==> config.mk <==
export PLATFORM = sky130hd
export DESIGN_NAME = id_ex_stage_flat
export DESIGN_NICKNAME = d
export VERILOG_FILES = /design/src/rtl/id_ex_stage_if.sv /design/src/rtl/id_ex_stage.sv /design/src/flat_wrapper.sv
export SDC_FILE = /design/constraint.sdc
export NUM_CORES = 1
export LEC_CHECK = 0
export ABC_AREA = 0
export BUFFER_PORTS_ARGS = -buffer_cell sky130_fd_sc_hd__buf_2
export CORE_UTILIZATION = 25
export CTS_CLUSTER_SIZE = 8
export DETAILED_ROUTE_END_ITERATION = 8
export SLEW_MARGIN = 20
export SYNTH_ARGS = -nofsm -noshare
export SYNTH_HDL_FRONTEND = slang
export SYNTH_SLANG_ARGS = --single-unit
==> constraint.sdc <==
create_clock -name clk -period 1.8 [get_ports clk]
set_input_delay 0.27 -clock clk [delete_from_list [all_inputs] [get_ports clk]]
set_output_delay 0.27 -clock clk [all_outputs]
set_load 0.005 [all_outputs]
==> src/rtl/id_ex_stage_if.sv <==
// Bundle between the decode side and the ID/EX register: decode fields, forwarding
// sources and hazard controls in; registered ALU operands and control out.
interface id_ex_stage_if;
   logic        stall;
   logic        flush;
   logic        in_valid;
   logic [5:0]  opcode;
   logic [5:0]  funct;
   logic [4:0]  rs;
   logic [4:0]  rt;
   logic [4:0]  rd;
   logic [15:0] imm16;
   logic [31:0] rs_data;
   logic [31:0] rt_data;
   logic        exmem_regwrite;
   logic        memwb_regwrite;
   logic [4:0]  exmem_rd;
   logic [4:0]  memwb_rd;
   logic [31:0] exmem_result;
   logic [31:0] memwb_result;
   logic [31:0] A;
   logic [31:0] B;
   logic [2:0]  ALUControl;
   logic [4:0]  dest_reg;
   logic        reg_write;
   logic        valid;
   logic        illegal;

   modport master (
      output stall, flush, in_valid, opcode, funct, rs, rt, rd, imm16,
             rs_data, rt_data, exmem_regwrite, memwb_regwrite, exmem_rd,
             memwb_rd, exmem_result, memwb_result,
      input  A, B, ALUControl, dest_reg, reg_write, valid, illegal
   );

   modport slave (
      input  stall, flush, in_valid, opcode, funct, rs, rt, rd, imm16,
             rs_data, rt_data, exmem_regwrite, memwb_regwrite, exmem_rd,
             memwb_rd, exmem_result, memwb_result,
      output A, B, ALUControl, dest_reg, reg_write, valid, illegal
   );
endinterface

==> src/rtl/id_ex_stage.sv <==
// Decode/operand stage feeding the 32-bit ALU: decodes opcode/funct into ALUControl,
// forwards operands from EX/MEM and MEM/WB, and registers the result into ID/EX.
module id_ex_stage (
   input logic         clk,
   input logic         reset,
   id_ex_stage_if.slave bus
);

   logic [31:0] fwdA;
   logic [31:0] fwdB;
   logic [31:0] nextA;
   logic [31:0] nextB;
   logic [2:0]  nextAlu;
   logic [4:0]  nextDest;
   logic        nextLegal;

   // EX/MEM is the younger result so it takes precedence; $0 is never forwarded.
   always_comb begin
      fwdA = bus.rs_data;
      if (bus.rs != 5'd0) begin
         if (bus.exmem_regwrite && (bus.exmem_rd == bus.rs))
            fwdA = bus.exmem_result;
         else if (bus.memwb_regwrite && (bus.memwb_rd == bus.rs))
            fwdA = bus.memwb_result;
      end
   end

   always_comb begin
      fwdB = bus.rt_data;
      if (bus.rt != 5'd0) begin
         if (bus.exmem_regwrite && (bus.exmem_rd == bus.rt))
            fwdB = bus.exmem_result;
         else if (bus.memwb_regwrite && (bus.memwb_rd == bus.rt))
            fwdB = bus.memwb_result;
      end
   end

   always_comb begin
      nextLegal = 1'b1;
      nextAlu   = 3'b111;
      nextA     = fwdA;
      nextB     = 32'd0;
      nextDest  = 5'd0;
      case (bus.opcode)
         6'h00: begin
            nextB    = fwdB;
            nextDest = bus.rd;
            case (bus.funct)
               6'h20:   nextAlu = 3'b000;
               6'h22:   nextAlu = 3'b001;
               6'h26:   nextAlu = 3'b010;
               default: nextLegal = 1'b0;
            endcase
         end
         6'h08: begin
            nextAlu  = 3'b000;
            nextB    = {{16{bus.imm16[15]}}, bus.imm16};
            nextDest = bus.rt;
         end
         6'h0E: begin
            nextAlu  = 3'b010;
            nextB    = {16'b0, bus.imm16};
            nextDest = bus.rt;
         end
         default: nextLegal = 1'b0;
      endcase
      // Illegal slots stay valid but carry zero operands, op 111 and no destination.
      if (!nextLegal) begin
         nextA    = 32'd0;
         nextB    = 32'd0;
         nextAlu  = 3'b111;
         nextDest = 5'd0;
      end
   end

   always_ff @(posedge clk) begin
      if (reset || bus.flush || (!bus.stall && !bus.in_valid)) begin
         bus.A          <= 32'd0;
         bus.B          <= 32'd0;
         bus.ALUControl <= 3'b111;
         bus.dest_reg   <= 5'd0;
         bus.reg_write  <= 1'b0;
         bus.valid      <= 1'b0;
         bus.illegal    <= 1'b0;
      end else if (!bus.stall) begin
         bus.A          <= nextA;
         bus.B          <= nextB;
         bus.ALUControl <= nextAlu;
         bus.dest_reg   <= nextDest;
         bus.reg_write  <= nextLegal && (nextDest != 5'd0);
         bus.valid      <= 1'b1;
         bus.illegal    <= !nextLegal;
      end
   end

endmodule
==> src/flat_wrapper.sv <==
// flat-port wrapper written by rule: the top's interface ports become plain ports
module id_ex_stage_flat 
  (clk, reset, bus_stall, bus_flush, bus_in_valid, bus_opcode, bus_funct, bus_rs, bus_rt, bus_rd, bus_imm16, bus_rs_data, bus_rt_data, bus_exmem_regwrite, bus_memwb_regwrite, bus_exmem_rd, bus_memwb_rd, bus_exmem_result, bus_memwb_result, bus_A, bus_B, bus_ALUControl, bus_dest_reg, bus_reg_write, bus_valid, bus_illegal);
  id_ex_stage_if bus_i ();
  input logic clk;
  input logic reset;
  input wire logic [$bits(bus_i.stall)-1:0] bus_stall;
  input wire logic [$bits(bus_i.flush)-1:0] bus_flush;
  input wire logic [$bits(bus_i.in_valid)-1:0] bus_in_valid;
  input wire logic [$bits(bus_i.opcode)-1:0] bus_opcode;
  input wire logic [$bits(bus_i.funct)-1:0] bus_funct;
  input wire logic [$bits(bus_i.rs)-1:0] bus_rs;
  input wire logic [$bits(bus_i.rt)-1:0] bus_rt;
  input wire logic [$bits(bus_i.rd)-1:0] bus_rd;
  input wire logic [$bits(bus_i.imm16)-1:0] bus_imm16;
  input wire logic [$bits(bus_i.rs_data)-1:0] bus_rs_data;
  input wire logic [$bits(bus_i.rt_data)-1:0] bus_rt_data;
  input wire logic [$bits(bus_i.exmem_regwrite)-1:0] bus_exmem_regwrite;
  input wire logic [$bits(bus_i.memwb_regwrite)-1:0] bus_memwb_regwrite;
  input wire logic [$bits(bus_i.exmem_rd)-1:0] bus_exmem_rd;
  input wire logic [$bits(bus_i.memwb_rd)-1:0] bus_memwb_rd;
  input wire logic [$bits(bus_i.exmem_result)-1:0] bus_exmem_result;
  input wire logic [$bits(bus_i.memwb_result)-1:0] bus_memwb_result;
  output wire logic [$bits(bus_i.A)-1:0] bus_A;
  output wire logic [$bits(bus_i.B)-1:0] bus_B;
  output wire logic [$bits(bus_i.ALUControl)-1:0] bus_ALUControl;
  output wire logic [$bits(bus_i.dest_reg)-1:0] bus_dest_reg;
  output wire logic [$bits(bus_i.reg_write)-1:0] bus_reg_write;
  output wire logic [$bits(bus_i.valid)-1:0] bus_valid;
  output wire logic [$bits(bus_i.illegal)-1:0] bus_illegal;
  assign bus_i.stall = bus_stall;
  assign bus_i.flush = bus_flush;
  assign bus_i.in_valid = bus_in_valid;
  assign bus_i.opcode = bus_opcode;
  assign bus_i.funct = bus_funct;
  assign bus_i.rs = bus_rs;
  assign bus_i.rt = bus_rt;
  assign bus_i.rd = bus_rd;
  assign bus_i.imm16 = bus_imm16;
  assign bus_i.rs_data = bus_rs_data;
  assign bus_i.rt_data = bus_rt_data;
  assign bus_i.exmem_regwrite = bus_exmem_regwrite;
  assign bus_i.memwb_regwrite = bus_memwb_regwrite;
  assign bus_i.exmem_rd = bus_exmem_rd;
  assign bus_i.memwb_rd = bus_memwb_rd;
  assign bus_i.exmem_result = bus_exmem_result;
  assign bus_i.memwb_result = bus_memwb_result;
  assign bus_A = bus_i.A;
  assign bus_B = bus_i.B;
  assign bus_ALUControl = bus_i.ALUControl;
  assign bus_dest_reg = bus_i.dest_reg;
  assign bus_reg_write = bus_i.reg_write;
  assign bus_valid = bus_i.valid;
  assign bus_illegal = bus_i.illegal;
  id_ex_stage u_core (.clk(clk), .reset(reset), .bus(bus_i));
endmodule
# Word level (Yosys, flattened, before mapping)
# Cells that the tools add are included.
# totals
register_bits,75
inputBits,188
out_inout_bits,75
word_cells,49
# op_classes
eq_ne,9
muxes,16
n_reduce_logical,17
# ops
cell,n
$mux 32,8
$pmux 32 s3,1
$eq 5x5->1,4
$eq 6x6->1 const B,3
$pmux 3 s3,2
$reduce_bool 5->1,3
$eq 6x4->1 const B,2
$pmux 5 s2,1
$logic_and 1x1->1,6
$logic_not 6->1,1
$mux 5,1
$logic_not 1->1,3
$mux 3,1
$reduce_or 3->1,1
$logic_or 1x1->1,2
$pmux 1 s2,1
$reduce_or 2->1,1
$mux 1,1

# Depth between registers and ports, before layout
# Gate-level depths: netlist of run 1.
# logic_depth
depth_word,7
ltp_mapped,8
ltp_nobuf,5

# Worst setup path before layout of run 1
# OpenSTA, ideal clock, no wires.
# synth_path
path_kind,input to register
start,input bus_rt[4]
end,register u_core.bus.B[22]
setup_ns,0.120
arrival_time_ns,1.762
t_required_ns,1.680
slack_ns,-0.081
stages,7
path_buffers,2
path_cell_list,buf_2 xor2_1 nor4_4 a22oi_1 o2111a_2 buf_6 a211o_1
# synth_via
elab_chain_len,7
elab_cells_between_ends,10
classes_between,2 x eq/ne; 5 x mux; 3 x reduce/logical
# synth_rtl
element,line_no,rtl
from (decl),flat_wrapper.sv:13,input wire logic [$bits(bus_i.rt)-1:0] bus_rt;
$eq 5x5->1,id_ex_stage.sv:33,else if (bus.memwb_regwrite && (bus.memwb_rd == bus.rt))
$logic_and 1x1->1,id_ex_stage.sv:33,
$mux 32,id_ex_stage.sv:33,
$mux 32,id_ex_stage.sv:31,if (bus.exmem_regwrite && (bus.exmem_rd == bus.rt))
$mux 32 (*),id_ex_stage.sv:30,if (bus.rt != 5'd0) begin
$pmux 32 s3 (*),id_ex_stage.sv:44,case (bus.opcode)
$mux 32 (*),id_ex_stage.sv:68,if (!nextLegal) begin
to (signal assigned),id_ex_stage.sv:87,bus.B <= nextB;
to (decl),id_ex_stage_if.sv:40,"output A, B, ALUControl, dest_reg, reg_write, valid, illegal"
# Mark *: on every way between the ends. The rest lies on a longest branch, timed or not.
# A chain may end at the register's enable or synchronous reset.

# Worst setup path in the final report of run 1
# layout_path
start,input bus_funct[0]
end,register u_core.bus.A[18]
# layout_via
elab_chain_len,5
elab_cells_between_ends,7
classes_between,3 x eq/ne; 3 x mux; 1 x reduce/logical
# layout_rtl
element,line_no,rtl
from (decl),flat_wrapper.sv:11,input wire logic [$bits(bus_i.funct)-1:0] bus_funct;
$eq 6x6->1,id_ex_stage.sv:48,case (bus.funct)
$reduce_or 3->1 (no source line) (*),-,
$mux 1 (*),id_ex_stage.sv:48,
$pmux 1 s2 (*),id_ex_stage.sv:44,
$mux 32 (*),id_ex_stage.sv:68,
to (signal assigned),id_ex_stage.sv:86,bus.A <= nextA;
to (decl),id_ex_stage_if.sv:40,
# Marks and branches as above.

==> out/qor.yml, run 1 <==
syn_area_per_cell_um2: 8.61
r2r_slack_ns: 0.82
nets: 1061
ff2ff_path_depth: 3
synthToLayoutAreaGrowth_pct: 43.5
syn_nets: 798
synth_edf_count: 0
synthTopCellsByArea: "dfxtp_1, o311a_1, a2bb2oi_1, o31a_1, and2_1"
pwr_density_cell_nw_per_um2: 601
clk_latency_ns: 0.35
cts_inserted_buffers: 9
grt_max_degree: 51
synth_top_area_frac: 0.286
drcViolationCount: 0
crit_required_ns: 2.09
hold_viol: 0
skew_ns: 0
num_vias: 6373
postCtsSetupBuffers: 0
ant_nets: 0
grt_pass1_wl_um: 34600
setup-violations-final: 0
clk_pin_slew_ns: 0.06
vdd_drop_max_mv: 0.414
initial_core_util: 0.257
gp_congestion: 0.856
cts.path.max_buffers: 2
min_from: "bus_rt_data[23]"
drt_iter0_drc: 408
wl_per_cell_um: 20.0
final.min_clock_period_ns: 1.68
synth_warnings: 0
die_h_um: 147
drive_above_1_share: 0.399
synth_flop_cell: "dfxtp_1"
maxCapViolations: 0
rows: 52
critPathMaxFanout: 22
htreeDepth: 3
synth_top_area_cell: "dfxtp_1"
via_per_inst: 5.54
yosysMostFrequentCell: "dfxtp_1"
wl_met1_um: 9620
die_w_um: 147
tightest_slew_ns: 0.468
leakage_nw: 3.48
fp.coreArea_um2: 20400
whs_endpoint: "u_core.bus.B[23]"
pin_count: 263
max_freq_ghz: 0.596
dp_hpwl_um: 17300
yosysUniqueCellTypes: 53
status: "finished clean"
hold_slack_ns: 0.120
rr_endpoint: "u_core.bus.A[10]"
port_buffers: 262
worstSetupStartpointType: "input pin"
cts_sinks: 75
period_share: 0.931
highest_layer: "met4"
cts_root_buf: "clkbuf_16"
cp.arrival_ns: 1.97
grt_pass1_vias: 6122
dpl-instance-area_um2: 7210
max-slew-margin-rel: 0.685
synthArstFlopShare: 0
fin_area_um2: 7540
min_path_type: "in -> reg"
met3_length_um: 1990
synth_cells: 610
cp-end-kind: "flip-flop"
grt.overflow.total: 0
antenna_found_initial: 4
synth_commonest_cells: "dfxtp_1, nor2_1, clkbuf_1"
cts_tree: "built"
die-area_um2: 21600
worstSetupPathType: "in -> reg"
slew_violations: 0
grtUsageTotal: 0.208
ys_ff_latch: 75
hold_depth: 2
syn_area_um2: 5260
firstDrtPassIters: 5
dr_wl_met2_um: 10900
ctsResizeCount: 0
utilization: 0.369
drt-total-wl_um: 23100
yosysSeqAreaShare: 0.286
cts_hold_buffers: 0
regToRegStartpoint: "u_core.bus.A[10]"
-- through the flow --
stage / power, W / TNS (ns) / std cells / worst slack, ns
6_report: 0.00453 / 0 / 1150 / 0.123
5_1_grt: 0.00469 / -0.00600 / 1149 / -0.00600
4_1_cts: 0.00457 / 0 / 1148 / 0.0879
3_5_place_dp: 0.00255 / -12.85 / 1132 / -0.265
3_3_place_gp: 0.00255 / -11.43 / 1132 / -0.250
2_1_floorplan: 0.00205 / -0.402 / 610 / -0.0402
-- cells by family after synthesis --
kind of cell	share of synthesized area
xor gates and xnor gates	0.0350
DFF	0.286
buffers and inverters	0.0571
and+or+nand+nor	0.150
AOI/OAI and AO/OA	0.472
-- layout make-up --
cell class	instances	area [um2]
fillers	2158	12900
multi-input cells	466	3500
repair buffers	318	1870
flip-flops and latches	75	1500
well taps	270	338
clock buffers	9	225
clock inverters	7	92.6
inverters	3	11.3
diodes	2	5.00
-- layout by cell type, fill, tap and decap left out, drive strengths merged, types with 9 or more instances in the layout --
cell type  synthesis  routed
o2bb2ai           16      16
o22ai             16      16
a21oi             19      19
dfxtp             75      75
nand3             18      18
xor2              11      11
nor2              47      47
a21o              17      17
o31a              32      32
xnor2             10      10
and2              34      34
a211oi            18      18
a32o              17      17
buf               21     318
o311a             32      32
a211o             16      16
a221oi            21      21
nor3              18      18
a22oi             18      18
clkbuf            45       9
a2bb2oi           32      32
a21boi            16      16
o2111ai           16      16
-- where the power goes --
| group | switching [W] | internal (W) |
|---|---|---|
| Sequential | 0.00000328 | 0.00167 |
| Clock | 0.000794 | 0.00121 |
| Combinational | 0.000484 | 0.000376 |
-- how the worst max path moves through the flow --
stage	slack (ns)	startpoint	depth (start not counted)	end
after floorplan	-0.04	bus_rt[2]	8	u_core.bus.B[22]
after CTS	0.09	bus_memwb_rd[3]	7	u_core.bus.A[18]
after global placement	-0.25	bus_memwb_rd[3]	7	u_core.bus.A[24]
after detailed placement	-0.26	bus_memwb_rd[3]	7	u_core.bus.A[18]
final	0.12	bus_funct[0]	7	u_core.bus.A[18]
after global routing	-0.006	bus_rs[0]	7	u_core.bus.A[18]
-- critical path, cell delays in order --
cell	delay [ns]
buf_2	0.10
nor4b_2	0.32
nand4_1	0.23
a21oi_4	0.28
buf_4	0.35
a2bb2oi_1	0.21
o311a_1	0.18
-- per-layer routing --
metal | track usage | vias to the layer above
met5 | 0 | -
met4 | 0.0825 | 0
met3 | 0.0460 | 40
met2 | 0.348 | 319
met1 | 0.258 | 2996
li1 | - | 3018
(Power assumes the default switching activity.)
==> run 2, diff against run 1 <==
--- a/config.mk
+++ b/config.mk
@@ -10,6 +10,7 @@
 export CORE_UTILIZATION = 25
 export CTS_CLUSTER_SIZE = 8
 export DETAILED_ROUTE_END_ITERATION = 8
+export PLACE_DENSITY = 0.61
 export SLEW_MARGIN = 20
 export SYNTH_ARGS = -nofsm -noshare
 export SYNTH_HDL_FRONTEND = slang
==> run 2 against run 1 <==
Against the previous run: register-to-register slack hardly changed; setup slack better by 0.032 ns; first-iteration DRC count is 3.4% higher; largest cell class unchanged.
==> out/qor.yml, run 2 (same netlist as run 1, synthesis figures left out) <==
grt.overflow.total: 0  # unchanged
port_buffers: 262  # unchanged
max_freq_ghz: 0.608  # +1.9%
p_total_w: 0.00431  # -5.0%
worstSetupPathType: "in -> reg"
grt_busiest_layer: "met2"
grtUsageMet3: 0.0413  # -0.00466
leakage_nw: 3.54  # +1.7%
firstDrtPassIters: 5  # unchanged
gp_congestion: 0.873  # +2.0%
hold_slack_ns: 0.125  # +0.00448 ns
clk_latency_ns: 0.34  # about the same
die_h_um: 147  # unchanged
drt_iter0_drc: 422  # +3.4%
grt_max_degree: 77  # +51%
num_vias: 6444  # +1.1%
cts_tree: "built"
pre_cts_slack_ns: -0.196  # +0.0687 ns
drcViolationCount: 0  # unchanged
critical-path-max-stage-delay_ns: 0.55  # +0.20 ns
htreeDepth: 3  # unchanged
layout_commonest_cell: "buf_2"
drt-total-wl_um: 23400  # +1.7%
dpl-instance-area_um2: 7350  # +2.0%
antenna_found_initial: 0  # -4
cts_inserted_buffers: 9  # unchanged
cp-end-kind: "flip-flop"
layout_common_cells: "buf_2, dfxtp_1, buf_4"
grt_pass1_wl_um: 35300  # +2.1%
cp_cell_sequence: "buf_2 > nor4b_2 > a32oi_1 > or4_1 > buf_12 > a21oi_1 > a211o_1"
cts_root_buf: "clkbuf_16"
ant_nets: 0  # unchanged
final.min_clock_period_ns: 1.64  # -0.0317 ns
layout_setup_ws_ns: 0.155  # +0.0317 ns
grtUsageMet1: 0.266  # +0.00785
fp.coreArea_um2: 20400  # unchanged
pwr_density_cell_nw_per_um2: 565  # -6.0%
hold_viol: 0  # unchanged
vdd_drop_max_mv: 0.392  # -5.3%
cpMaxStageDelayCell: "or4_1"
dp_hpwl_um: 17700  # +2.2%
postCtsSetupBuffers: 0  # unchanged
tightest_slew_ns: 0.528  # +0.0602 ns
initial_core_util: 0.257  # unchanged
nets: 1074  # +1.2%
min_path_type: "in -> reg"
critPathMaxFanout: 16  # -27%
period_share: 0.914  # -0.0176
setup-violations-final: 0  # unchanged
maxCapViolations: 0  # unchanged
grt_pass1_vias: 6294  # +2.8%
rsz0062_at_grt: "no"
grtUsageTotal: 0.212  # +0.00414
slew_violations: 0  # unchanged
cts.path.max_buffers: 2  # unchanged
pin_count: 263  # unchanged
r2r_slack_ns: 0.82  # about the same
synthToLayoutAreaGrowth_pct: 45.1
ctsResizeCount: 0  # unchanged
via_per_inst: 5.55  # +0.16%
use_met2: 0.356  # +0.00877
worstSetupStartpointType: "input pin"
skew_ns: 0  # unchanged
wl_per_cell_um: 20.2  # +0.75%
drive_above_1_share: 0.403  # +0.00474
fill_cells: 2116  # -1.9%
cts_hold_buffers: 0  # unchanged
max-slew-margin-rel: 0.648  # -0.0372
die_w_um: 147  # unchanged
fin_area_um2: 7620  # +1.1%
die-area_um2: 21600  # unchanged
clk_pin_slew_ns: 0.06  # about the same
rows: 52  # unchanged
utilization: 0.373  # +0.00416
status: "finished clean"
crit_required_ns: 2.10  # about the same
cts_sinks: 75  # unchanged
cp.arrival_ns: 1.94  # -0.03 ns
run 2: critical path, delay by kind of cell:
family          cells  cell delay, ns
compound gates      3            0.49
simple gates        2            0.89
buf+inv             2            0.28
run 2: area by class of cell:
class                      instances  area (um2)  area share
sequential                        75        1500       0.197
tap                              270         338      0.0443
clock buffer                      11         243      0.0318
clock inverter                     4        26.3     0.00345
inverter                           3        11.3     0.00148
antenna                            1        2.50    0.000328
multi-input combinational        466        3490       0.457
timing repair buffer             331        2020       0.265
run 2: stage by stage:
| stage | TNS, ns | std cells |
|---|---|---|
| after detailed placement | -9.16 | 1145 |
| after floorplan | -0.402 | 610 |
| final | 0 | 1161 |
| after global placement | -9.06 | 1145 |
| after CTS | 0 | 1160 |
| after global routing | 0 | 1160 |
run 2: path summary, 6_finish.rpt:
path	from	to	cells past startpoint
worst max-delay path	bus_funct[0]	u_core.bus.B[17]	7
worst min-delay path	bus_rt_data[22]	u_core.bus.B[22]	2
worst max register to register	u_core.bus.A[29]	u_core.bus.A[29]	3
worst min register to register	u_core.bus.valid	u_core.bus.valid	1
run 2: layer usage:
metal,share of wire,up-vias
met2,0.47,311
met4,0.024,0
li1,-,3038
met3,0.079,43
met1,0.43,3052
met5,0,-
run 2: power breakdown:
part	switching (W)	leakage, nW	internal (W)
clock	0.000794	0.132	0.000966
combinational	0.000486	2.80	0.000391
sequential	0.00000323	0.605	0.00167
